==> src/rtl/acq_dopp_sched.sv <==
// Doppler-bin sweep controller for the PRN acquisition engine: steps the carrier
// offset across the bin grid, keeps the strongest peak and parks the winner for tracking.
//
// state | meaning
// IDLE  | waiting for rx_start; engine in reset unless a found result is parked
// CFG   | bin offset applied, engine held in reset while the carrier settles
// RUN   | engine searching, watchdog counting
// EVAL  | compare captured peak with best, step to next bin
// FIN   | threshold decision, done / tracking-start strobes
module acq_dopp_sched #(
    parameter int          ACC_WIDTH     = 32,
    parameter int          CORR_WIDTH    = 32,
    parameter int          PRN_PHS_WIDTH = 12,
    parameter int          BIN_WIDTH     = 5,
    parameter int          NUM_BINS      = 21,
    parameter logic [31:0] DOPP_STEP     = 32'd214748,
    parameter int          SETTLE_CYCLES = 16,
    parameter int          TMO_WIDTH     = 20
) (
    input  logic                     rx_clk,
    input  logic                     rx_rst_n,
    input  logic                     rx_start,
    input  logic                     rx_abort,
    input  logic [CORR_WIDTH-1:0]    rx_thresh,
    input  logic                     rx_acq_done,
    input  logic [CORR_WIDTH-1:0]    rx_corr_peak,
    input  logic [PRN_PHS_WIDTH-1:0] rx_acq_phs,
    output logic                     tx_eng_rst,
    output logic [ACC_WIDTH-1:0]     tx_car_fcw_ofs,
    output logic [BIN_WIDTH-1:0]     tx_bin,
    output logic                     tx_busy,
    output logic                     tx_done,
    output logic                     tx_found,
    output logic                     tx_timeout,
    output logic                     tx_trk_start,
    output logic [CORR_WIDTH-1:0]    tx_best_peak,
    output logic [PRN_PHS_WIDTH-1:0] tx_best_phs,
    output logic [BIN_WIDTH-1:0]     tx_best_bin
);

    typedef enum logic [2:0] {
        ST_IDLE = 3'd0,
        ST_CFG  = 3'd1,
        ST_RUN  = 3'd2,
        ST_EVAL = 3'd3,
        ST_FIN  = 3'd4
    } state_t;

    localparam int                   HALF        = (NUM_BINS - 1) / 2;
    localparam int                   SET_W       = (SETTLE_CYCLES > 1) ? $clog2(SETTLE_CYCLES) : 1;
    localparam logic [ACC_WIDTH-1:0] STEP        = ACC_WIDTH'(DOPP_STEP);
    localparam logic [ACC_WIDTH-1:0] OFS_START   = ACC_WIDTH'(0) - (ACC_WIDTH'(HALF) * STEP);
    localparam logic [BIN_WIDTH-1:0] LAST_BIN    = BIN_WIDTH'(NUM_BINS - 1);
    localparam logic [SET_W-1:0]     SETTLE_LOAD = SET_W'(SETTLE_CYCLES - 1);
    // Watchdog expires on the cycle its count would reach all-ones.
    localparam logic [TMO_WIDTH-1:0] TMO_LAST    = {{(TMO_WIDTH-1){1'b1}}, 1'b0};

    state_t                   state_q, state_d;
    logic [CORR_WIDTH-1:0]    thresh_q, cap_peak_q, best_peak_q;
    logic [PRN_PHS_WIDTH-1:0] cap_phs_q, best_phs_q;
    logic [BIN_WIDTH-1:0]     bin_q, best_bin_q;
    logic [ACC_WIDTH-1:0]     ofs_q;
    logic [SET_W-1:0]         settle_q;
    logic [TMO_WIDTH-1:0]     wdog_q;
    logic                     found_q, hold_q, timeout_q;

    logic settle_tc, wdog_tc, last_bin, found_now;

    assign settle_tc = (settle_q == '0);
    assign wdog_tc   = (wdog_q == TMO_LAST);
    assign last_bin  = (bin_q == LAST_BIN);
    assign found_now = (best_peak_q >= thresh_q) && (best_peak_q != '0);

    always_ff @(posedge rx_clk or negedge rx_rst_n) begin
        if (!rx_rst_n) begin
            state_q <= ST_IDLE;
        end else begin
            state_q <= state_d;
        end
    end

    always_comb begin
        state_d = state_q;
        if (rx_abort) begin
            state_d = ST_IDLE;
        end else begin
            case (state_q)
                ST_IDLE: if (rx_start) state_d = ST_CFG;
                ST_CFG:  if (settle_tc) state_d = ST_RUN;
                ST_RUN:  if (rx_acq_done || wdog_tc) state_d = ST_EVAL;
                ST_EVAL: state_d = last_bin ? ST_FIN : ST_CFG;
                ST_FIN:  state_d = ST_IDLE;
                default: state_d = ST_IDLE;
            endcase
        end
    end

    always_comb begin
        tx_eng_rst   = 1'b1;
        tx_busy      = 1'b1;
        tx_done      = 1'b0;
        tx_trk_start = 1'b0;
        tx_found     = found_q;
        case (state_q)
            ST_IDLE: begin
                tx_eng_rst = ~hold_q;
                tx_busy    = 1'b0;
            end
            ST_CFG:  tx_eng_rst = 1'b1;
            ST_RUN:  tx_eng_rst = 1'b0;
            ST_EVAL: tx_eng_rst = 1'b0;
            ST_FIN: begin
                tx_eng_rst   = ~found_now;
                tx_done      = 1'b1;
                tx_trk_start = found_now;
                tx_found     = found_now;
            end
            default: tx_busy = 1'b0;
        endcase
    end

    always_ff @(posedge rx_clk or negedge rx_rst_n) begin
        if (!rx_rst_n) begin
            thresh_q    <= '0;
            cap_peak_q  <= '0;
            cap_phs_q   <= '0;
            best_peak_q <= '0;
            best_phs_q  <= '0;
            best_bin_q  <= '0;
            bin_q       <= '0;
            ofs_q       <= '0;
            settle_q    <= '0;
            wdog_q      <= '0;
            found_q     <= 1'b0;
            hold_q      <= 1'b0;
            timeout_q   <= 1'b0;
        end else if (rx_abort) begin
            // Best registers survive an abort so the partial sweep stays observable.
            found_q <= 1'b0;
            hold_q  <= 1'b0;
            if (state_q == ST_IDLE) ofs_q <= '0;
        end else begin
            case (state_q)
                ST_IDLE: begin
                    if (rx_start) begin
                        thresh_q    <= rx_thresh;
                        bin_q       <= '0;
                        ofs_q       <= OFS_START;
                        best_peak_q <= '0;
                        best_phs_q  <= '0;
                        best_bin_q  <= '0;
                        timeout_q   <= 1'b0;
                        found_q     <= 1'b0;
                        hold_q      <= 1'b0;
                        settle_q    <= SETTLE_LOAD;
                    end
                end
                ST_CFG: begin
                    wdog_q <= '0;
                    if (!settle_tc) settle_q <= settle_q - 1'b1;
                end
                ST_RUN: begin
                    if (rx_acq_done) begin
                        cap_peak_q <= rx_corr_peak;
                        cap_phs_q  <= rx_acq_phs;
                    end else if (wdog_tc) begin
                        cap_peak_q <= '0;
                        timeout_q  <= 1'b1;
                    end else begin
                        wdog_q <= wdog_q + 1'b1;
                    end
                end
                ST_EVAL: begin
                    // Strict compare: on a tie the earlier (lower) bin wins.
                    if (cap_peak_q > best_peak_q) begin
                        best_peak_q <= cap_peak_q;
                        best_phs_q  <= cap_phs_q;
                        best_bin_q  <= bin_q;
                    end
                    if (!last_bin) begin
                        bin_q    <= bin_q + 1'b1;
                        ofs_q    <= ofs_q + STEP;
                        settle_q <= SETTLE_LOAD;
                    end
                end
                ST_FIN: begin
                    found_q <= found_now;
                    hold_q  <= found_now;
                    if (found_now) begin
                        ofs_q <= OFS_START + (ACC_WIDTH'(best_bin_q) * STEP);
                        bin_q <= best_bin_q;
                    end
                end
                default: ;
            endcase
        end
    end

    assign tx_car_fcw_ofs = ofs_q;
    assign tx_bin         = bin_q;
    assign tx_timeout     = timeout_q;
    assign tx_best_peak   = best_peak_q;
    assign tx_best_phs    = best_phs_q;
    assign tx_best_bin    = best_bin_q;

endmodule

==> config.mk <==
export PLATFORM = sky130hd
export DESIGN_NAME = acq_dopp_sched
export DESIGN_NICKNAME = d
export VERILOG_FILES = /design/src/rtl/acq_dopp_sched.sv
export SDC_FILE = /design/constraint.sdc
export NUM_CORES = 1
export LEC_CHECK = 0
export BUFFER_PORTS_ARGS = -buffer_cell sky130_fd_sc_hd__clkbuf_2
export CAP_MARGIN = 30
export CELL_PAD_IN_SITES_DETAIL_PLACEMENT = 2
export CELL_PAD_IN_SITES_GLOBAL_PLACEMENT = 2
export CORE_AREA = 2 2 159 224
export CTS_CLUSTER_DIAMETER = 50
export DETAILED_ROUTE_END_ITERATION = 8
export DIE_AREA = 0 0 161 226
export GPL_ROUTABILITY_DRIVEN = 0
export PLACE_DENSITY_LB_ADDON = 0.05
export SYNTH_ARGS = -nofsm -noshare
export SYNTH_HDL_FRONTEND = slang
export SYNTH_SLANG_ARGS = --single-unit
==> constraint.sdc <==
create_clock -name rx_clk -period 5.9 [get_ports rx_clk]
set_input_delay 0.59 -clock rx_clk [delete_from_list [all_inputs] [get_ports rx_clk]]
set_output_delay 0.59 -clock rx_clk [all_outputs]
set_load 0.05 [all_outputs]
## Word level (Yosys, flattened, before mapping)

Index checks and enable logic that the tools add are counted.

- Register bits: 191
- Input port bits: 81
- Word-level logic and storage cells: 113

- Add/sub/neg operators: 5
- Multiply operators: 1
- Order comparisons: 2
- Eq/ne operators: 20
- Multiplexer cells: 44
- Bitwise gates (word level): 3
- Reductions and logical operators: 25

Operator list:

| operator | count |
|---|---|
| $mux W32 | 9 |
| $pmux W32 S3 | 1 |
| $pmux W32 S2 | 1 |
| $mux W20 | 2 |
| $pmux W20 S2 | 1 |
| $add A32 B18 Y32 const B | 1 |
| $ge A32 B32 Y1 | 1 |
| $gt A32 B32 Y1 | 1 |
| $reduce_bool A32 Y1 | 1 |
| $add A23 B24 Y25 const A | 1 |
| $mux W12 | 2 |
| $pmux W12 S2 | 1 |
| $mul A5 B16 Y21 const B | 1 |
| $add A20 B1 Y20 const B | 1 |
| $eq A20 B20 Y1 const B | 1 |
| $mux W5 | 4 |
| $reduce_and A5 Y1 | 4 |
| $ne A2 B2 Y1 const B | 8 |
| $mux W3 | 5 |
| $ne A3 B3 Y1 const B | 5 |
| $pmux W5 S3 | 1 |
| $mux W4 | 3 |
| $pmux W3 S4 | 1 |
| $pmux W4 S3 | 1 |
| 23 further kinds | 43 |

## Depth between registers and ports, before layout

Gate-level depths: netlist (run 1).

- Word-level depth: 5
- Gate-level depth with buffers: 19
- Depth with buffers taken out: 18

## Least setup slack after synthesis (run 1)

OpenSTA, ideal clock, no wires.

- Path type: flip-flop to flip-flop
- Start: register best_bin_q[3] (netlist: tx_best_bin[3])
- End: register ofs_q[24] (netlist: tx_car_fcw_ofs[24])
- Setup time: 150 ps
- Arrival: 4626 ps
- Setup slack: 1124 ps
- Stages on the path, launching flop included: 17
- Period minus slack after synthesis: 4776 ps
- Path through: dfrtp_1 > inv_1 > ha_1 > fa_1 > fa_1 > inv_1 > ha_1 > a21o_1 > a31o_1 > and2_2 > o31a_1 > o32a_1 > a31oi_4 > o31ai_4 > a21oi_2 > nand2b_4 > o311ai_1

- Word-level cells in the longest chain between the ends: 5

RTL lines:

| item | line | text |
|---|---|---|
| start: declaration | 61 | `logic [BIN_WIDTH-1:0] bin_q, best_bin_q;` |
| start signal: assignment | 178 | `best_bin_q <= bin_q;` |
| $mul A5 B16 Y21 | 190 | `ofs_q <= OFS_START + (ACC_WIDTH'(best_bin_q) * STEP);` |
| $add A23 B24 Y25 | 190 |  |
| $mux W32 | 189 | `if (found_now) begin` |
| $pmux W32 S3 | 143 | `case (state_q)` |
| $mux W32 | 137 | `end else if (rx_abort) begin` |
| end signal: assignment | 182 | `ofs_q <= ofs_q + STEP;` |
| end signal: assignment | 190 |  |
| end: declaration | 62 | `logic [ACC_WIDTH-1:0] ofs_q;` |

No other way between the ends. The select of a mux whose other input is x is not followed.
A chain may end at the register's enable or synchronous reset.

## Final worst setup path (run 1)

Ends and elaborated chain as after synthesis.

==> results of run 1 <==
==> cell type report <==
| type | count | area [um2] |
|---|---|---|
| Fill cell | 3850 | 20210 |
| Multi-Input combinational cell | 944 | 6852 |
| Sequential cell | 189 | 4730 |
| Timing Repair Buffer | 185 | 972.2 |
| Tap cell | 456 | 570.5 |
| Inverter | 129 | 484.2 |
| Clock buffer | 17 | 425.4 |
| Clock inverter | 15 | 217.7 |
==> synthesized netlist by cell type, types with 3 or more instances <==
cell type	count
a211oi_1	11
a21o_1	23
a21oi_1	56
a221oi_2	3
a22o_1	34
a22oi_1	4
a31oi_1	12
and2_1	8
and3_1	18
and4_1	3
buf_2	6
buf_4	3
clkbuf_1	41
dfrtp_1	189
fa_1	10
ha_1	114
inv_1	129
mux2_2	34
mux2i_1	49
nand2_1	163
nand2b_1	7
nand3_1	27
nand4_1	22
nor2_1	78
nor2b_1	11
nor3_1	19
nor4_1	13
o211ai_1	9
o21a_1	7
o21ai_0	70
o22ai_1	8
o311ai_1	5
o31a_1	4
o31ai_1	5
or3_1	5
xnor2_1	28
xor2_1	31
==> metrics by stage <==
stage                     worst slack (ns)  hold WS, ns  std cells  cell area (um2)  power, uW
final                               0.8138       0.1300       1935            14250       3278
after detailed placement            0.7815       0.4971       1903            13610       2039
after global placement              0.9588       0.4906       1903            13610       2020
after floorplan                      1.124       0.2944       1313            12250       1824
after CTS                           0.7469       0.1614       1935            14250       3327
after global routing                0.4437       0.1753       1935            14250       3430
==> worst paths after layout <==
check,start,end,slack (ns),cells after the start
hold reg to reg,settle_q[0]$_DFFE_PN0P_,settle_q[0]$_DFFE_PN0P_,0.51,1
setup reg to reg,tx_best_bin[3]$_DFFE_PN0P_,tx_car_fcw_ofs[24]$_DFFE_PN0P_,0.81,18
min in group rx_clk,rx_acq_phs[2],cap_phs_q[2]$_DFFE_PN0P_,0.33,3
hold / removal,rx_rst_n,thresh_q[13]$_DFFE_PN0P_,0.13,1
max in group asynchronous,rx_rst_n,settle_q[1]$_DFFE_PN0P_,4.44,2
setup / recovery,tx_best_bin[3]$_DFFE_PN0P_,tx_car_fcw_ofs[24]$_DFFE_PN0P_,0.81,18
==> worst max-delay path, stage by stage (launching register included) <==
cell	delay (ns)
dfrtp_1	0.54
inv_1	0.11
ha_1	0.34
inv_1	0.09
fa_1	0.53
inv_1	0.07
fa_1	0.51
inv_1	0.05
ha_1	0.34
nor2_1	0.16
a211oi_1	0.08
o21ai_0	0.49
and3_1	0.26
nor3_1	0.08
or4_4	0.55
o31ai_4	0.32
a21oi_2	0.18
nand2b_4	0.23
o311ai_1	0.07
==> flip-flops by register name, summed over array words and instances, names as in the netlist <==
signal          flops
tx_car_fcw_ofs     30
wdog_q             20
cap_phs_q          12
hold_q              1
tx_best_peak       32
tx_timeout          1
settle_q            4
tx_best_phs        12
state_q             3
thresh_q           32
tx_bin              5
cap_peak_q         32
tx_best_bin         5
==> cell families after synthesis <==
family | share of synthesized area
DFF | 0.3861
and+or+nand+nor | 0.1492
adders and majority gates | 0.1328
buffers and inverters | 0.05730
AOI/OAI and AO/OA | 0.1608
muxes | 0.07130
other | 0.0003061
xor gates and xnor gates | 0.04219
==> per-layer routing <==
layer  up-vias  global-route usage  routed length (um)
li1       4891                   -                   -
met1      5442              0.2619               16250
met2       167              0.4631               23080
met3        51             0.03545                1171
met4         0             0.09188                1474
met5         -                   0                   0
==> power groups by stage <==
| stage | Sequential, uW | Clock (uW) | Combinational, uW |
|---|---|---|---|
| 6_report | 1470 | 1270 | 537 |
| 5_1_grt | 1480 | 1350 | 598 |
| 4_1_cts | 1470 | 1310 | 549 |
| 3_5_place_dp | 1490 | 0 | 546 |
| 3_3_place_gp | 1490 | 0 | 532 |
| 2_1_floorplan | 1560 | 0 | 260 |
==> impl_results.md, run 1 <==
- Status: finished, final reports clean
- Clk sinks: 189
- Final worst path period need: 5.086 ns
- Die Area: 36390 um2
- Reg clk slew, reported paths: 0.09 ns
- Psw: 1050 uW
- Synth Area per Inst: 9.336 um2
- Synth area leader: dfrtp_1
- Input/output buffers: 170
- Via count: 10550
- Maximum root-to-sink buffer count: 2
- Site row count: 81
- Worst Skew: 0.01605 ns
- Post-synth cell types: 77
- Final Hold Vio Count: 0
- Fin Setup TNS: 0 ns
- CTS H-Tree Depth: 4
- Ys async rst share: 1.000
- Share of layout cells above drive strength 1: 0.1866
- CP Class: register to register
- Yosys top cell area share: 0.3861
- Sequential share of the synthesized area: 0.3861
- Slew at the pin closest to its max-slew limit: 0.9182 ns
- Crit start category: register
- Diode count: 0
- Initial antenna violation count: 0
- Critical path data required time: 6.26 ns
- Layout area overhead: 16.34%
- Final nets: 1671
- Number of synthesized flops with an enable pin: 0
- Commonest non-fill, non-tap cell in the layout: dfrtp_1
- Post-CTS Setup Bufs: 0
- Flop pwr share: 0.447
- Tightest Hold Check Type: input port to asynchronous set/reset pin
- Via density: 5.453
- F_max: 196.6 MHz
- Routed Antenna Nets: 0
- Core area: 34460 um2
- Chip Height: 226 um
- Post-DR wirelength/cell: 21.70 um
- Quantity of gates resized following cts: 0
- Vias in the first global route: 11860
- Synthesis-stage register bit count: 189
- RSZ-0062 raised after global routing: false
- Post-Route WL: 41980 um
- TritonCTS Buffers: 17
- GRT Resource Usage Total: 0.2399
- Worst path arrival time: 5.45 ns
- Initial cell density of the core: 0.3555
- HPWL after DPL: 31880 um
- First-pass GRT wire length: 67330 um
- CP Max Fanout: 8
- Fin crit share: 0.8621
- Pre-Repair DR Iteration Count: 4
- Slew HR: 0.3798
- Root Driver: clkbuf_16
- TritonCTS clock tree: yes
- Fin util: 0.4136
- Maximum vdd drop: 155.4 uV
- Ports: 173
- Largest net degree at the start of global routing: 74
- Setup violators final: 0
- DRC Markers: 0
- Die width: 161 um
- Total internal power: 2228 uW
- Hold_buf cts: 0
- Clock power share: 0.389
- PwrDens: 230.0 nW/um2
- Clk_lat worst skew: 0.46 ns
- Most frequent cells in the layout: 189 x dfrtp_1, 169 x clkbuf_2, 163 x nand2_1
- Starting DRT DRC Count: 376
- Max_cap viols: 0
- Yosys warnings: 0
- Post-Synthesis Cells: 1312
- Grt total ovfl: 0
- Comb power frac: 0.164
- CP Capture Type: register
- Sw frac: 0.3204
- Slew Viols, Final: 0
- Leakage dissipation: 0.007010 uW
- Cell Area, Synth: 12250 um2
- Synth Flop Type: dfrtp_1
- Top post-synthesis cells by area: dfrtp_1 39%, ha_1 12%, nand2_1 5.0%, mux2i_1 4.0%, inv_1 4.0%
Power figures use the tool's default switching activity.
==> run 2, diff against run 1 <==
- CORE_AREA: 2 2 159 224 -> 2 2 153 215
- DIE_AREA: 0 0 161 226 -> 0 0 155 217
- HOLD_SLACK_MARGIN: unset -> 0.02
- PLACE_DENSITY_LB_ADDON: 0.05 -> 0.15
- clock period: 5.9 -> 6.5 ns (I/O delays scaled with it)
==> impl_results.md, run 2 (same netlist as run 1, synthesis figures left out) <==
- Status: finished, final reports clean
- Site row count: 78
- Starting DRT DRC Count: 376
- Psw: 909.1 uW
- Fillcell total: 3522
- Post-Route WL: 42070 um
- Final worst path period need: 5.180 ns
- Max_cap viols: 0
- Chip Height: 217 um
- Diode count: 0
- R2R Path End: tx_car_fcw_ofs[23]$_DFFE_PN0P_
- CTS H-Tree Depth: 4
- Core area: 31910 um2
- Clock power share: 0.379
- Worst path arrival time: 5.57 ns
- Pre-Repair DR Iteration Count: 4
- Share of layout cells above drive strength 1: 0.1855
- Post-CTS Setup Bufs: 0
- Die width: 155 um
- Via density: 5.652
- TritonCTS clock tree: yes
- Worst Skew: 0.01647 ns
- Internal reg-to-reg setup slack: 1.32 ns
- Layout area overhead: 15.56%
- CP Launch Point: tx_best_bin[3]$_DFFE_PN0P_
- Die Area: 33640 um2
- Flop pwr share: 0.454
- Hold_buf cts: 0
- F_max: 193.1 MHz
- Worst reg2reg path startpoint: tx_best_bin[3]$_DFFE_PN0P_
- Clk sinks: 189
- Critical path data required time: 6.89 ns
- Comb power frac: 0.167
- Vias in the first global route: 12150
- Input/output buffers: 170
- TritonCTS Buffers: 17
- Fin crit share: 0.7969
- Via count: 10610
- Final nets: 1669
- Slew HR: 0.3402
- Total internal power: 2025 uW
- Commonest non-fill, non-tap cell in the layout: dfrtp_1
- Root Driver: clkbuf_16
- CP Class: register to register
- GRT Resource Usage Total: 0.2617
- CP Max Fanout: 8
- Post-DR wirelength/cell: 22.41 um
- DRC Markers: 0
- Most frequent cells in the layout: 189 x dfrtp_1, 169 x clkbuf_2, 163 x nand2_1
- Leakage dissipation: 0.006992 uW
- Critical path capture point: tx_car_fcw_ofs[23]$_DFFE_PN0P_
- First-pass GRT wire length: 67780 um
- Largest net degree at the start of global routing: 64
- PwrDens: 207.3 nW/um2
- Fin Setup TNS: 0 ns
- Final setup margin: 1.320 ns
- RSZ-0062 raised after global routing: false
- Maximum vdd drop: 175.2 uV
- Initial antenna violation count: 1
- Initial cell density of the core: 0.3838
- Ports: 173
- Grt total ovfl: 0
- R2R cell count: 18
- Slew at the pin closest to its max-slew limit: 0.9768 ns
- CP Capture Type: register
- Area of the multi-input gates: 6852 um2
- Post-Place Worst Slack: 1.383 ns
- Total area of sequential cells: 4730 um2
- Quantity of gates resized following cts: 0
- Crit start category: register
- Reg clk slew, reported paths: 0.07 ns
- Sw frac: 0.3099
- Slew Viols, Final: 0
- HPWL after DPL: 31480 um
- Clk_lat worst skew: 0.46 ns
- Tightest Hold Check Type: input port to asynchronous set/reset pin
- Routed Antenna Nets: 0
- Setup violators final: 0
- Final Hold Vio Count: 0
- Maximum root-to-sink buffer count: 2
[run 2: changes by cell type in the layout (fill, tap and decap cells not counted), sizes merged]
| cell | before | now |
|---|---|---|
| buf | 15 | 13 |
| clkbuf | 187 | 189 |
| clkinv | 4 | 3 |
| clkinvlp | 1 | 3 |
| inv | 137 | 134 |
[run 2: layout make-up]
class	count	area share
inverter	129	0.03421
clock buffer	19	0.03200
tap	400	0.03536
timing repair buffer	183	0.06930
multi-input combinational	944	0.4840
sequential	189	0.3341
clock inverter	13	0.01096
[run 2: how the worst min path moves through the flow]
stage                                         from                   endpoint  slack [ns]  depth (start not counted)
after detailed placement  thresh_q[13]$_DFFE_PN0P_   thresh_q[13]$_DFFE_PN0P_        0.49                          1
after global routing                      rx_rst_n   thresh_q[13]$_DFFE_PN0P_        0.17                          1
final                                     rx_rst_n   thresh_q[13]$_DFFE_PN0P_        0.14                          1
after global placement    thresh_q[10]$_DFFE_PN0P_   thresh_q[10]$_DFFE_PN0P_        0.49                          1
after CTS                                 rx_rst_n   thresh_q[13]$_DFFE_PN0P_        0.16                          1
after floorplan                           rx_rst_n  cap_peak_q[0]$_DFFE_PN0P_        0.35                          0
[run 2: layer usage]
metal | track usage | wire, um
met1 | 0.2757 | 15930
met2 | 0.5003 | 22820
met3 | 0.03664 | 1229
met4 | 0.1340 | 2074
met5 | 0 | 11
[run 2: metrics by stage]
step           total power [uW]  hold WS [ns]  instance area, um2    util  instances
6_report                   2934        0.1410               14150  0.4435       1877
5_1_grt                    3071        0.1730               14150  0.4435       1877
3_5_place_dp               1852        0.4938               13550  0.4245       1845
4_1_cts                    2971        0.1597               14150  0.4435       1877
2_1_floorplan              1656        0.3544               12250       -       1313
3_3_place_gp               1825        0.4907               13510  0.4233       1843
[run 2: critical path, stage by stage, from the launching register on]
cell	delay, ns
dfrtp_1	0.51
inv_1	0.11
ha_1	0.34
inv_1	0.10
fa_1	0.52
inv_1	0.06
fa_1	0.51
inv_1	0.04
ha_1	0.34
nor2_1	0.09
a211oi_1	0.37
nor2_1	0.19
o21ai_1	0.26
xor2_1	0.20
o41ai_2	0.57
nand2_1	0.21
o31a_1	0.30
o21ai_0	0.19
a32o_1	0.21
[run 2: power groups by stage]
| stage | clock [uW] | combinational [uW] | sequential, uW |
|---|---|---|---|
| after floorplan | 0 | 236 | 1420 |
| final | 1110 | 490 | 1330 |
| after global routing | 1180 | 545 | 1350 |
| after CTS | 1140 | 500 | 1330 |
| after global placement | 0 | 475 | 1350 |
| after detailed placement | 0 | 498 | 1350 |
==> run 3, diff against run 2 <==
- CORE_AREA: 2 2 153 215 -> 2 2 159 224
- DIE_AREA: 0 0 155 217 -> 0 0 161 226
- clock period: 6.5 -> 4.78 ns (I/O delays scaled with it)
==> impl_results.md, run 3 (same netlist as run 1, synthesis figures left out) <==
- TritonCTS clock tree: yes
- Commonest non-fill, non-tap cell in the layout: dfrtp_1
- Root Driver: clkbuf_16
- Clk sinks: 189
- Initial antenna violation count: 1
- Worst path arrival time: 4.91 ns
- Status: finished, final reports clean
- Final total power: 4000 uW
- Post-DR wirelength/cell: 21.65 um
- Diode count: 0
- Die width: 161 um
- PwrDens: 272.7 nW/um2
- Share of layout cells above drive strength 1: 0.2235
- Maximum root-to-sink buffer count: 2
- Site row count: 81
- DRC Markers: 0
- Cell Chain, Critical Path: buf_6 > ha_2 > inv_1 > fa_1 > fa_1 > inv_1 > ha_1 > a21o_1 > a31o_1 > and2_2 > o31a_1 > o32a_1 > a31oi_4 > buf_4 > xor2_1 > nor2_1 > a311oi_1 > o21ai_0
- Post-Route WL: 42720 um
- Die Area: 36390 um2
- TritonCTS Buffers: 17
- Initial cell density of the core: 0.3555
- Slew Viols, Final: 0
- CTS H-Tree Depth: 4
- Biggest cell delay along the critical path: 0.50 ns
- RSZ-0062 raised after global routing: true
- Crit start category: register
- Maximum vdd drop: 220.1 uV
- CP Capture Type: register
- HPWL after DPL: 31870 um
- Final nets: 1709
- Fin util: 0.4256
- Clk_lat worst skew: 0.47 ns
- Fillcell total: 3829
- Leakage dissipation: 0.007216 uW
- Slew HR: 0.3880
- Vias in the first global route: 12180
- Reg clk slew, reported paths: 0.09 ns
- Via density: 5.439
- Chip Height: 226 um
- Final worst path period need: 4.586 ns
- GRT Resource Usage Total: 0.2424
- Worst Skew: 0.01548 ns
- Via count: 10730
- Layout area overhead: 19.73%
- Critical path data required time: 5.11 ns
- First-pass GRT wire length: 67900 um
- Core area: 34460 um2
- Final Hold Vio Count: 0
- Most frequent cells in the layout: 187 x dfrtp_1, 169 x clkbuf_2, 161 x nand2_1
- Largest net degree at the start of global routing: 105
- Slew at the pin closest to its max-slew limit: 0.9147 ns
- Setup violators final: 0
- Starting DRT DRC Count: 374
- Max_cap viols: 0
- Pre-Repair DR Iteration Count: 4
- Hold_buf cts: 0
- F_max: 218.1 MHz
- Ports: 173
- Routed Antenna Nets: 0
- Slowest-stage cell, CP: fa_1
- CP Class: register to register
- Tightest Hold Check Type: input port to asynchronous set/reset pin
- CP Max Fanout: 7
- Grt total ovfl: 0
- Fin crit share: 0.9594
- Input/output buffers: 170
## run 3: final timing paths
| path | cells past startpoint | from | endpoint | slack, ns |
|---|---|---|---|---|
| setup / recovery | 18 | tx_best_bin[2]$_DFFE_PN0P_ | tx_car_fcw_ofs[16]$_DFFE_PN0P_ | 0.19 |
| hold / removal | 1 | rx_rst_n | thresh_q[13]$_DFFE_PN0P_ | 0.03 |
| setup reg to reg | 18 | tx_best_bin[2]$_DFFE_PN0P_ | tx_car_fcw_ofs[16]$_DFFE_PN0P_ | 0.19 |
| hold reg to reg | 1 | thresh_q[15]$_DFFE_PN0P_ | thresh_q[15]$_DFFE_PN0P_ | 0.51 |
| max in group asynchronous | 2 | rx_rst_n | state_q[0]$_DFFE_PN0P_ | 3.65 |
| min in group rx_clk | 3 | rx_acq_phs[1] | cap_phs_q[1]$_DFFE_PN0P_ | 0.22 |
## run 3: final cells by class
class	count	area, um2	area share
Sequential cell	189	4732	0.3226
Timing Repair Buffer	223	1286	0.08770
Clock inverter	15	198.9	0.01356
Tap cell	456	570.5	0.03890
Inverter	129	484.2	0.03301
Clock buffer	17	425.4	0.02901
Multi-Input combinational cell	944	6969	0.4752
## run 3: repair_timing
item	CTS	global route
gates cloned	0	0
gates resized for setup	2	29
buffers inserted	0	1
pin swaps	0	6
setup endpoints to repair	1	18
## run 3: layer usage
metal / share of wire / vias up / GRT usage
li1: - / 4966 / -
met1: 0.37 / 5508 / 0.2572
met2: 0.55 / 190 / 0.4728
met3: 0.034 / 65 / 0.03985
met4: 0.037 / 2 / 0.09505
met5: 0.00035 / - / 0
## run 3: metrics by stage
stage	instances	worst slack, ns	cell area, um2	hold slack, ns	TNS, ns
floorplan	1313	0.003745	12250	0.1824	0
detailed placement	1940	-0.004754	13910	0.4974	-0.004754
finish	1973	0.1942	14670	0.02892	0
CTS	1972	0.002231	14550	0.1047	0
global route	1973	-0.02989	14670	0.1026	-0.08339
global placement	1940	0.1006	13910	0.4891	0
## run 3: report_power, final
part | internal (uW) | switching, uW | total (uW)
Clock | 728 | 792 | 1520
Combinational | 233 | 435 | 668
Sequential | 1710 | 105 | 1810
## run 3: worst max-delay path: cells and delay by family (launching register included)
family | cells | cell delay [ns]
compound gates | 7 | 1.66
fa+ha+maj | 4 | 1.48
buf+inv | 4 | 0.45
xor+xnor | 1 | 0.14
flops | 1 | 0.44
simple gates | 2 | 0.29
